**src/rtl/regfile_scoreboard_pkg.sv**
```systemverilog
// Shared types for the register file / scoreboard slice.
// Holds the default widths and the address, data, read-port and write-back
// bundle types. The top takes its parameter defaults from here.
package regfile_scoreboard_pkg;

    localparam int XLEN = 32;
    localparam int NREG = 32;
    localparam int AW   = $clog2(NREG);

    typedef logic [AW-1:0]   addr_t;
    typedef logic [XLEN-1:0] data_t;

    // One read port as seen by a consumer: source address in, data and busy out.
    typedef struct packed {
        addr_t addr;
        data_t data;
        logic  busy;
    } rd_port_t;

    // One write-back strobe with its destination and result.
    typedef struct packed {
        logic  valid;
        addr_t addr;
        data_t data;
    } wb_t;

endpackage

```
**src/rtl/regfile_scoreboard_pending_counter.sv**
```systemverilog
// pending_counter: saturating up/down counter of in-flight writes to one register.
// Ports:
//   clk, reset    : clock, synchronous active-high reset
//   inc, dec, clr : count up, count down, clear (clr wins over inc/dec)
//   count         : current pending count
//   zero, max     : count is 0 / count is all ones
// inc together with dec leaves the count unchanged. The count never wraps
// in either direction.
module pending_counter #(
    parameter int CNTW = 2
) (
    input  logic            clk,
    input  logic            reset,
    input  logic            inc,
    input  logic            dec,
    input  logic            clr,
    output logic [CNTW-1:0] count,
    output logic            zero,
    output logic            max
);

    logic [CNTW-1:0] count_q, count_d;

    always_comb begin
        count_d = count_q;
        if (clr)                        count_d = '0;
        else if (inc && !dec && !max)   count_d = count_q + CNTW'(1);
        else if (dec && !inc && !zero)  count_d = count_q - CNTW'(1);
    end

    always_ff @(posedge clk) begin
        if (reset) count_q <= '0;
        else       count_q <= count_d;
    end

    assign count = count_q;
    assign zero  = (count_q == '0);
    assign max   = (count_q == '1);

endmodule

```
**src/rtl/regfile_scoreboard.sv**
```systemverilog
// regfile_scoreboard: register file with per-register pending-write counters.
// Ports:
//   clk, reset                   : clock, synchronous active-high reset
//   rd_addr/rd_data/rd_busy      : NREAD combinational read ports with write-back bypass
//   iss_valid/iss_rd/iss_ready   : issue of an instruction that will write iss_rd
//   wb_valid/wb_addr/wb_data     : write-back strobe
//   flush                        : drop every pending write (killed instructions)
// Register 0 is hardwired to zero and carries no counter.
module regfile_scoreboard
    import regfile_scoreboard_pkg::*;
#(
    parameter int XLEN  = regfile_scoreboard_pkg::XLEN,
    parameter int NREG  = regfile_scoreboard_pkg::NREG,
    parameter int NREAD = 2,
    parameter int CNTW  = 2,
    localparam int AW   = $clog2(NREG)
) (
    input  logic                       clk,
    input  logic                       reset,
    input  logic [NREAD-1:0][AW-1:0]   rd_addr,
    output logic [NREAD-1:0][XLEN-1:0] rd_data,
    output logic [NREAD-1:0]           rd_busy,
    input  logic                       iss_valid,
    input  logic [AW-1:0]              iss_rd,
    output logic                       iss_ready,
    input  logic                       wb_valid,
    input  logic [AW-1:0]              wb_addr,
    input  logic [XLEN-1:0]            wb_data,
    input  logic                       flush
);

    logic [XLEN-1:0] regs_q   [NREG];
    logic [CNTW-1:0] cnt      [NREG];
    logic            cnt_zero [NREG];
    logic            cnt_max  [NREG];

    // Register 0 never has writes in flight.
    assign cnt[0]      = '0;
    assign cnt_zero[0] = 1'b1;
    assign cnt_max[0]  = 1'b0;

    // Only the counter state gates issue; a same-cycle write-back does not
    // free a slot early.
    assign iss_ready = !cnt_max[iss_rd];

    for (genvar r = 1; r < NREG; r++) begin : g_cnt
        pending_counter #(.CNTW(CNTW)) u_cnt (
            .clk   (clk),
            .reset (reset),
            .inc   (iss_valid && iss_ready && (iss_rd == AW'(r))),
            .dec   (wb_valid && (wb_addr == AW'(r))),
            .clr   (flush),
            .count (cnt[r]),
            .zero  (cnt_zero[r]),
            .max   (cnt_max[r])
        );
    end

    // Storage: every entry cleared on reset; x0 is never written.
    always_ff @(posedge clk) begin
        if (reset) begin
            for (int r = 0; r < NREG; r++) regs_q[r] <= '0;
        end else if (wb_valid && wb_addr != '0) begin
            regs_q[wb_addr] <= wb_data;
        end
    end

    for (genvar i = 0; i < NREAD; i++) begin : g_rd
        logic wb_hit;
        assign wb_hit     = wb_valid && (wb_addr == rd_addr[i]) && (rd_addr[i] != '0);
        assign rd_data[i] = wb_hit ? wb_data : regs_q[rd_addr[i]];
        // The last outstanding write landing this cycle satisfies the read.
        assign rd_busy[i] = !cnt_zero[rd_addr[i]] &&
                            !(wb_hit && cnt[rd_addr[i]] == CNTW'(1));
    end

endmodule

```
**config.mk**
```make
export PLATFORM = sky130hd
export DESIGN_NAME = regfile_scoreboard
export DESIGN_NICKNAME = d
export VERILOG_FILES = /design/src/rtl/regfile_scoreboard_pkg.sv /design/src/rtl/regfile_scoreboard_pending_counter.sv /design/src/rtl/regfile_scoreboard.sv
export SDC_FILE = /design/constraint.sdc
export NUM_CORES = 2
export LEC_CHECK = 0
export CORE_ASPECT_RATIO = 1.75
export CORE_UTILIZATION = 35
export DETAILED_ROUTE_END_ITERATION = 10
export PLACE_DENSITY = 0.56
export SYNTH_ARGS = -nofsm -noshare
export SYNTH_HDL_FRONTEND = slang
export SYNTH_SLANG_ARGS = --single-unit
```
**constraint.sdc**
```tcl
create_clock -name clk -period 7.9 [get_ports clk]
set_input_delay 1.58 -clock clk [delete_from_list [all_inputs] [get_ports clk]]
set_output_delay 1.58 -clock clk [all_outputs]
set_load 0.01 [all_outputs]
```
==> flow_metrics.tcl <==
set metrics [dict create \
    rr_worst_depth 8 \
    initial_utilization 0.353 \
    finalPower_mw 13.6 \
    syn_inst 4011 \
    hpwlAfterDp_mm 124 \
    skew_ns 0.00937 \
    crit_slowest_cell "buf_8" \
    cp_max_fo 99 \
    fmax_ghz 0.150 \
    finalWeightedCongestion 0.886 \
    wire_per_inst_um 34.1 \
    setup-violations-final 0 \
    worstSetupEndpointType "output pin" \
    clock-sinks 1086 \
    finalNonFillerCells 6284 \
    clockPowerShare 0.368 \
    synth_flop_cell "edfxtp_1" \
    die_x_um 315 \
    arrival_ns 5.08 \
    cts_root_buf "clkbuf_16" \
    max_slew_margin 0.0478 \
    remaining_drc_errors 0 \
    ys_warn_count 0 \
    grt_pass1_wl_mm 297 \
    peakVddDrop_uv 173 \
    syn-cell-area_um2 59800 \
    synth_cell_types 65 \
    die_area_um2 173000 \
    hold_buffers 0 \
    clock_path_buffers 3 \
    power.internal_mw 10.2 \
    drt-initial-drc-count 4295 \
    ys_async_sr_fraction 0 \
    num_rows 200 \
    fin_crit_sh 0.843 \
    whs_ns 0.552 \
    num_vias 37800 \
    ys_top_cells_by_count "edfxtp_1 (1024), and2_1 (997), mux4_2 (660), clkbuf_1 (316), nand2_1 (129)" \
    nNetsFinal 4031 \
    timing.rr.start "g_cnt[7].u_cnt.count[0]" \
    grt_usage 0.247 \
    dr.pass1.iters 8 \
    tightest_slew_ns 1.42 \
    place_area_um2 63900 \
    routed_wl_mm 214 \
    maxSlewViolCount 0 \
    ctsHtreeMaxLevel 3 \
    startpoint "rd_addr[6]" \
    worstPathRequired_ns 6.32 \
    cp-start-kind "primary input" \
    rsz0062_at_grt "no" \
    power.density_nw_per_um2 203 \
    drv_cap 0 \
    tns_ns 0 \
    clock_latency_ns 0.73 \
    crit_type "primary input to output pin" \
    p_leak_nw 22.0 \
    fin_ws_ns 1.24 \
    p_switching_mw 3.47 \
    multi_input_area_um2 26600 \
    ys_seq_area_frac 0.535 \
    switching_share 0.254 \
    viasPerCell 6.01 \
    cpPeakStageDelay_ns 0.70 \
    path_common_cell "nand3_1" \
    final_util 0.396 \
    synth_top_area_frac 0.514 \
    regToRegSetupSlack_ns 4.98 \
    cts_resized 0 \
    synth_top_area_cell "edfxtp_1" \
    synth.avg_cell_area_um2 14.9 \
    grt-ovfl-total 0 \
    final-hold-violation-count 0 \
    status "completed" \
    die_h_um 549 \
    hp-class "flop to flop" \
    synth_most_common_cell "edfxtp_1" \
    cts_tree "yes" \
    synth_edf_count 1024 \
    crit_path_end "rd_busy[1]" \
    ant_nets 0 \
    clkSlewWorstSetupHoldPaths_ns 0.07 \
    coreArea_um2 170000 \
    crit_chain "buf_8 > clkinv_1 > mux4_2 > mux2i_1 > nand3_1 > nand3_1 > a221o_1 > o21ai_0 > clkdlybuf4s50_1" \
    port_buffers 123 \
    power_frac_comb 0.138 \
    synth_seq_cells 1086 \
    min_from "g_cnt[15].u_cnt.count[1]" \
    r2r-end "g_cnt[8].u_cnt.count[0]" \
    drive_above_1_share 0.255 \
    dp_cells 6096 \
    area_growth_pct 12.2 \
    netlist_top_cells_area "edfxtp_1 (51%), mux4_2 (25%), and2_1 (10%)" \
    seqPwrFrac 0.494 \
    grt_pass1_vias 38200 \
    grt_max_degree 100 \
    final_area_um2 67100 \
    cts_setup_buffers 0 \
    place_ws_ns 1.29 \
    seqCellArea_um2 32000 \
    io_pins 124 \
    numCtsBuffers 98 \
    period_needed_ns 6.66 \
    antenna_found_initial 20 \
    nFillCells 15600 \
]
[worst min path at each step]
stage	end	slack (ns)	cells past startpoint
finish	g_cnt[15].u_cnt.count[1]	0.55	2
floorplan	g_cnt[12].u_cnt.count[1]	0.48	2
global route	g_cnt[5].u_cnt.count[1]	0.57	2
global placement	g_cnt[5].u_cnt.count[1]	0.52	2
CTS	g_cnt[15].u_cnt.count[1]	0.54	2
detailed placement	g_cnt[15].u_cnt.count[1]	0.53	2
[worst max-delay path, delay by kind of cell]
family,cells,cell delay (ns)
AOI/OAI and AO/OA,2,0.27
muxes,2,1.00
and+or+nand+nor,2,0.26
buffers and inverters,3,1.90
[cell families after synthesis]
kind of cell | after synthesis | share of synthesized area
AO/OA/AOI/OAI | 308 | 0.0311
XOR/XNOR | 8 | 0.00117
buffers and inverters | 420 | 0.0277
flip-flops | 1086 | 0.535
multiplexers | 740 | 0.262
other | 1 | 0.0000627
AND/OR/NAND/NOR | 1448 | 0.143
[final cells by class]
class / count / area share
inverters: 7 / 0.000466
well taps: 2222 / 0.0414
diodes: 5 / 0.000186
multi-input cells: 2536 / 0.397
clock inverters: 68 / 0.0102
clock buffers: 115 / 0.0381
flip-flops and latches: 1086 / 0.477
repair buffers: 245 / 0.0359
[flip-flops by register name, summed over array words and instances (netlist names)]
| name | cells |
|---|---|
| regs_q | 1024 |
| g_cnt.u_cnt.count | 62 |
[layout by cell type, fill, tap and decap left out, types with 7 or more instances in the layout]
master and count:
clkbuf_1 15, mux4_2 660, nor2_1 55, bufinv_16 12, nand2b_1 44, nor3b_1 10
edfxtp_1 1024, conb_1 32, o211ai_1 8, nand2b_4 13, or2_2 21, mux2i_1 75
o21a_1 29, a31oi_1 11, and3_1 17, and2_1 997, nor2_4 31, clkbuf_16 100
a211oi_1 45, clkinvlp_4 7, nor3_1 48, clkinv_1 16, dfxtp_1 62, clkdlybuf4s50_1 113
nand2_1 129, clkinv_2 27, nor3_2 8, nor2b_1 12, buf_12 20, nand3_1 25
o21ai_0 112, buf_4 106, a21oi_1 71
[routing by layer]
layer | up-vias | part of all wire | GRT usage | wire, um
li1 | 15400 | - | - | -
met1 | 19900 | 0.34 | 0.282 | 73300
met2 | 1975 | 0.53 | 0.450 | 114000
met3 | 499 | 0.069 | 0.0282 | 14900
met4 | 2 | 0.055 | 0.127 | 11800
met5 | - | 0.000093 | 0 | 20
[power groups by stage]
stage / clock (mW) / combinational (mW) / sequential (mW)
2_1_floorplan: 0 / 1.11 / 6.80
3_3_place_gp: 0 / 1.88 / 6.84
3_5_place_dp: 0 / 1.88 / 6.86
4_1_cts: 5.06 / 1.89 / 6.74
5_1_grt: 5.24 / 1.94 / 6.77
6_report: 5.01 / 1.88 / 6.74
(Power assumes the default switching activity.)
